==> config.mk <==
export PLATFORM = sky130hd
export DESIGN_NAME = rtl_bigreg_writer
export DESIGN_NICKNAME = d
export VERILOG_FILES = /design/src/rtl/mem_layout_pkg.sv /design/src/rtl/rtl_bigreg_writer.sv
export SDC_FILE = /design/constraint.sdc
export NUM_CORES = 1
export LEC_CHECK = 0
export ABC_AREA = 1
export BUFFER_PORTS_ARGS = -buffer_cell sky130_fd_sc_hd__buf_2
export CAP_MARGIN = 20
export CORE_ASPECT_RATIO = 1.75
export CORE_MARGIN = 2
export CORE_UTILIZATION = 45
export DETAILED_ROUTE_END_ITERATION = 16
export PLACE_DENSITY = 0.66
export SYNTH_ARGS = -nofsm -noshare
export SYNTH_HDL_FRONTEND = slang
export SYNTH_SLANG_ARGS = --single-unit
==> constraint.sdc <==
create_clock -name clk -period 3.95 [get_ports clk]
set_input_delay 0.79 -clock clk [delete_from_list [all_inputs] [get_ports clk]]
set_output_delay 0.79 -clock clk [all_outputs]
set_load 0.02 [all_outputs]
==> src/rtl/mem_layout_pkg.sv <==
// Mem-map layout constants shared by the fabric-side register writers,
// plus the state encoding of the big-register writer.
package mem_layout_pkg;

  localparam int BUFF_TIMESTAMP_WIDTH = 32;
  localparam int WD_DATA_WIDTH        = 16;
  localparam int BUFF_SAMPLES         = BUFF_TIMESTAMP_WIDTH / WD_DATA_WIDTH;
  localparam int MEM_SIZE             = 256;
  localparam int BUFF_TIME_BASE_ID    = 27;
  localparam int BUFF_TIME_VALID_ID   = BUFF_TIME_BASE_ID + BUFF_SAMPLES;

  localparam logic [15:0] RTL_VALID_WORD = 16'h0001;

  typedef enum logic [1:0] {
    IDLE        = 2'd0,
    WRITE       = 2'd1,
    WRITE_VALID = 2'd2,
    WAIT_PS     = 2'd3
  } state_t;

endpackage

==> src/rtl/rtl_bigreg_writer.sv <==
// Publishes a wide value as consecutive mem-map words followed by a valid
// entry, then waits for the PS read before publishing the next value.
module rtl_bigreg_writer #(
  parameter int DATA_WIDTH = mem_layout_pkg::BUFF_TIMESTAMP_WIDTH,
  parameter int WORD_WIDTH = mem_layout_pkg::WD_DATA_WIDTH,
  parameter int SAMPLES    = DATA_WIDTH / WORD_WIDTH,
  parameter int MEM_SIZE   = mem_layout_pkg::MEM_SIZE,
  parameter int BASE_ID    = mem_layout_pkg::BUFF_TIME_BASE_ID,
  parameter int VALID_ID   = BASE_ID + SAMPLES,
  localparam int IDW       = $clog2(MEM_SIZE)
) (
  input  logic                  clk,
  input  logic                  rst_n,
  input  logic [DATA_WIDTH-1:0] bigreg_in,
  input  logic                  bigreg_valid_in,
  output logic                  bigreg_ready_out,
  output logic [IDW-1:0]        mem_wr_id_out,
  output logic [WORD_WIDTH-1:0] mem_wr_data_out,
  output logic                  mem_wr_valid_out,
  input  logic                  mem_wr_ready_in,
  input  logic                  ps_read_done_in,
  output logic                  busy_out,
  output logic [7:0]            overwrite_cnt_out
);
  import mem_layout_pkg::*;

  localparam int KW = (SAMPLES > 1) ? $clog2(SAMPLES) : 1;

  state_t                state_q, state_d;
  logic [KW-1:0]         k_q, k_d;
  logic [DATA_WIDTH-1:0] hold_q, hold_d;
  logic [DATA_WIDTH-1:0] pend_q, pend_d;
  logic                  pend_v_q, pend_v_d;
  logic [7:0]            ovf_cnt_q, ovf_cnt_d;
  logic                  wr_valid_q, wr_valid_d;
  logic [IDW-1:0]        wr_id_q, wr_id_d;
  logic [WORD_WIDTH-1:0] wr_data_q, wr_data_d;
  logic                  busy_q, busy_d;
  logic                  ready_q;
  logic                  wr_fire;

  assign wr_fire = wr_valid_q && mem_wr_ready_in;

  always_comb begin
    state_d   = state_q;
    k_d       = k_q;
    hold_d    = hold_q;
    pend_d    = pend_q;
    pend_v_d  = pend_v_q;
    ovf_cnt_d = ovf_cnt_q;

    // Busy-time captures go to the depth-1 latest-wins pending slot.
    if (bigreg_valid_in && state_q != IDLE &&
        !(state_q == WAIT_PS && ps_read_done_in)) begin
      pend_d   = bigreg_in;
      pend_v_d = 1'b1;
      if (pend_v_q && ovf_cnt_q != 8'hFF) ovf_cnt_d = ovf_cnt_q + 8'd1;
    end

    case (state_q)
      IDLE: begin
        if (bigreg_valid_in) begin
          hold_d  = bigreg_in;
          k_d     = '0;
          state_d = WRITE;
        end else if (pend_v_q) begin
          hold_d   = pend_q;
          pend_v_d = 1'b0;
          k_d      = '0;
          state_d  = WRITE;
        end
      end
      WRITE: begin
        if (wr_fire) begin
          if (k_q == KW'(SAMPLES - 1)) state_d = WRITE_VALID;
          else                         k_d     = k_q + KW'(1);
        end
      end
      WRITE_VALID: begin
        if (wr_fire) state_d = WAIT_PS;
      end
      WAIT_PS: begin
        // A fresh value beats the older pending one, which stays queued.
        if (ps_read_done_in) begin
          if (bigreg_valid_in) begin
            hold_d  = bigreg_in;
            k_d     = '0;
            state_d = WRITE;
          end else if (pend_v_q) begin
            hold_d   = pend_q;
            pend_v_d = 1'b0;
            k_d      = '0;
            state_d  = WRITE;
          end else begin
            state_d = IDLE;
          end
        end
      end
      default: state_d = IDLE;
    endcase

    wr_valid_d = 1'b0;
    wr_id_d    = '0;
    wr_data_d  = '0;
    case (state_d)
      WRITE: begin
        wr_valid_d = 1'b1;
        wr_id_d    = IDW'(BASE_ID + int'(k_d));
        wr_data_d  = hold_d[int'(k_d)*WORD_WIDTH +: WORD_WIDTH];
      end
      WRITE_VALID: begin
        wr_valid_d = 1'b1;
        wr_id_d    = IDW'(VALID_ID);
        wr_data_d  = WORD_WIDTH'(RTL_VALID_WORD);
      end
      default: ;
    endcase
    busy_d = (state_d != IDLE);
  end

  always_ff @(posedge clk or negedge rst_n) begin
    if (!rst_n) begin
      state_q    <= IDLE;
      k_q        <= '0;
      hold_q     <= '0;
      pend_q     <= '0;
      pend_v_q   <= 1'b0;
      ovf_cnt_q  <= '0;
      wr_valid_q <= 1'b0;
      wr_id_q    <= '0;
      wr_data_q  <= '0;
      busy_q     <= 1'b0;
      ready_q    <= 1'b0;
    end else begin
      state_q    <= state_d;
      k_q        <= k_d;
      hold_q     <= hold_d;
      pend_q     <= pend_d;
      pend_v_q   <= pend_v_d;
      ovf_cnt_q  <= ovf_cnt_d;
      wr_valid_q <= wr_valid_d;
      wr_id_q    <= wr_id_d;
      wr_data_q  <= wr_data_d;
      busy_q     <= busy_d;
      ready_q    <= 1'b1;
    end
  end

  assign bigreg_ready_out  = ready_q;
  assign mem_wr_valid_out  = wr_valid_q;
  assign mem_wr_id_out     = wr_id_q;
  assign mem_wr_data_out   = wr_data_q;
  assign busy_out          = busy_q;
  assign overwrite_cnt_out = ovf_cnt_q;

endmodule

==> impl_metrics.yaml <==
setup_path:
  critPathCaptureType: "flip-flop"
  ff2ff_path_depth: 12
  crit_required_ns: 4.23
  cp-start-kind: "flip-flop"
  path_class: "reg -> reg"
  regToRegStartpoint: "state_q[0]"
  path_max_fanout: 16
  rrSetupSlack_ns: 1.27
  r2r_end: "mem_wr_data_out[11]"
  arrival_ns: 2.96
drt:
  drc: 0
  ant_nets: 0
  vias: 3333
  drt-initial-drc-count: 209
  wire_per_inst_um: 14.47
  dr.pass1.iters: 4
  viasPerCell: 5.012
  drt-total-wl_mm: 9.622
sta:
  drv_slew: 0
  relSlewSlack: 0.3603
  hold_slack_ns: 0.4689
  layout_setup_ws_ns: 1.271
  setup_tns_ns: 0
  hold_violations: 0
  fin_crit_ns: 2.679
  period_share: 0.6783
  setup_violations: 0
  clock.fmax_mhz: 373.2
  finClkSkew_ns: 0.004399
  worst_slew_pin_slew_ns: 0.9596
  grt_setup_unrepaired: "false"
final_layout:
  drive_gt1_frac: 0.1915
  n_antenna_cell: 0
  stdcell_count: 665
  seqCellArea_mm2: 0.002452
  nNetsFinal: 584
  area_growth_syn_to_layout_pct: 15.26
  fin_area_mm2: 0.005057
  multi_input_area_mm2: 0.001554
  fillers: 912
cts:
  cts-resized-gates: 0
  cts_tree: "yes"
  cts.clk_slew.worst_paths_ns: 0.06
  clock-sinks: 98
  cts_setup_buffers: 0
  cts-buffers-inserted: 9
  htree_levels: 3
  clk_latency_ns: 0.34
  cts.path.max_buffers: 2
  holdBufCountCts: 0
  clock_tree.root_cell: "clkbuf_16"
placed_design:
  gp_congestion: 0.8459
  pre_cts_ws_ns: 1.060
  port_buffers: 68
  placed_area_mm2: 0.004771
  dp_cells: 650
  dp_hpwl_mm: 6.474
power:
  p_per_area_mw_per_mm2: 806.8
  peakVddDrop_uv: 483.5
  p_leak_nw: 2.747
global_routing:
  antenna_found_initial: 0
  grt_max_degree: 77
  grt-ovfl-total: 0
  grt_use_total: 0.2007
  first_global_vias: 3466
  grt_pass1_wl_mm: 16.55
outcome:
  status: "complete, no violations"
min_path:
  worst_hold_path.endpoint: "hold_q[0]"
  min_from: "hold_q[0]"
  holdPathStages: 2
  holdCritPathClass: "reg -> reg"
floorplanning:
  rows: 47
  start_util: 0.4635
  core_area_mm2: 0.009468
  die_w_um: 78.65
  die_h_um: 134.6
  dieArea_mm2: 0.01059
  pin_count: 72
synth:
  syn_area_mm2: 0.004388
  synth_top_flop_cell: "dfrtp_1"
  yosysUniqueCellTypes: 33
  synth-seq-area-share: 0.5589
  ys_warn_count: 0
  synth_edf_count: 0
  synthesis.area_per_instance_um2: 9.180
  ys_ff_latch: 98
  synth_async_sr_flop_share: 1.000
  synthCells: 478
job:
  maxCapViolCount: 0
## placed cells by master (no fill, tap or decap), types with 4 or more instances in the layout
| cell type | synthesis | layout |
|---|---|---|
| inv_1 | 57 | 57 |
| buf_2 | 6 | 67 |
| buf_4 | 5 | 6 |
| clkbuf_16 | 0 | 9 |
| nand3_1 | 5 | 5 |
| nand2_1 | 142 | 142 |
| o21ai_1 | 9 | 9 |
| a22o_1 | 30 | 30 |
| dfrtp_1 | 98 | 98 |
| o21ai_0 | 60 | 60 |
| conb_1 | 2 | 4 |
| xor2_1 | 5 | 5 |
| nor2_1 | 9 | 9 |
| ha_1 | 8 | 8 |
| nor2_2 | 5 | 5 |
## flip-flops by register name, indices dropped and copies added, names as in the netlist
signal,count
pend_v_q,1
k_q,1
bigreg_ready_out,1
state_q,2
pend_q,32
busy_out,1
mem_wr_id_out,4
overwrite_cnt_out,8
mem_wr_data_out,16
hold_q,32
## synthesized netlist by cell type, types with 2 or more instances
cell type	number	area (um^2)
nand2_2	2	12.51
nand2_1	142	533.0
buf_4	5	37.54
o211ai_1	2	15.01
nand4_1	2	12.51
a21oi_1	2	10.01
inv_1	57	214.0
o21ai_0	60	300.3
buf_6	5	56.30
a22o_1	30	262.8
conb_1	2	7.510
inv_2	3	11.26
o21ai_2	2	17.52
buf_1	3	11.26
nor2_2	5	31.28
xor2_1	5	43.79
nor2_1	9	33.78
o21ai_1	9	45.04
clkbuf_1	6	22.52
ha_1	8	100.1
nand3_1	5	25.02
buf_2	6	30.03
dfrtp_1	98	2452
## layer usage
metal	global-route usage	part of all wire	vias to the layer above
met5	0	0	-
met4	0.09064	0.023	0
met3	0.03409	0.042	16
met2	0.3509	0.52	73
met1	0.2394	0.42	1607
li1	-	-	1637
## cell families after synthesis
kind of cell | share of synthesized area
xor+xnor | 0.01198
compound gates | 0.1554
flops | 0.5589
fa+ha+maj | 0.02281
buf+inv | 0.08868
simple gates | 0.1605
other cells | 0.001712
## power breakdown
part / leakage (nW) / switching, mW / total (mW) / internal, mW
logic: 1.33 / 1.13 / 1.66 / 0.527
clock network: 0.142 / 0.355 / 0.858 / 0.503
registers: 1.27 / 0.178 / 1.56 / 1.38
total: 2.75 / 1.67 / 4.08 / 2.41
## layout make-up
class | instances | area share
Clock inverter | 3 | 0.007917
Inverter | 61 | 0.04577
Clock buffer | 12 | 0.04874
Sequential cell | 98 | 0.4849
Multi-Input combinational cell | 296 | 0.3073
Timing Repair Buffer | 73 | 0.07521
Tap cell | 122 | 0.03018
## through the flow
step / power (mW) / utilization
2_1_floorplan: 2.829 / -
3_3_place_gp: 3.195 / 0.5039
3_5_place_dp: 3.242 / 0.5039
4_1_cts: 4.117 / 0.5342
5_1_grt: 4.386 / 0.5342
6_report: 4.080 / 0.5342
## critical path, cell delays in order, from the launching register on
cell and delay [ns]:
dfrtp_1 0.41, inv_1 0.11, ha_1 0.20, inv_1 0.09, o21ai_0 0.18, nand2_1 0.08, o211ai_1 0.08, o21ai_0 0.18
ha_1 0.40, inv_1 0.11, nor3_4 0.57, nand2_1 0.13, nand2_1 0.09
## worst max-delay path by stage
stage                    start                   to  cells after the start
3_3_place_gp   mem_wr_ready_in     mem_wr_id_out[2]                     11
5_1_grt             state_q[0]   mem_wr_data_out[8]                     12
4_1_cts             state_q[0]     mem_wr_id_out[2]                     11
2_1_floorplan  mem_wr_ready_in  mem_wr_data_out[10]                     12
3_5_place_dp   mem_wr_ready_in     mem_wr_id_out[2]                     11
6_report            state_q[0]  mem_wr_data_out[11]                     12
Power figures use the tool's default switching activity.
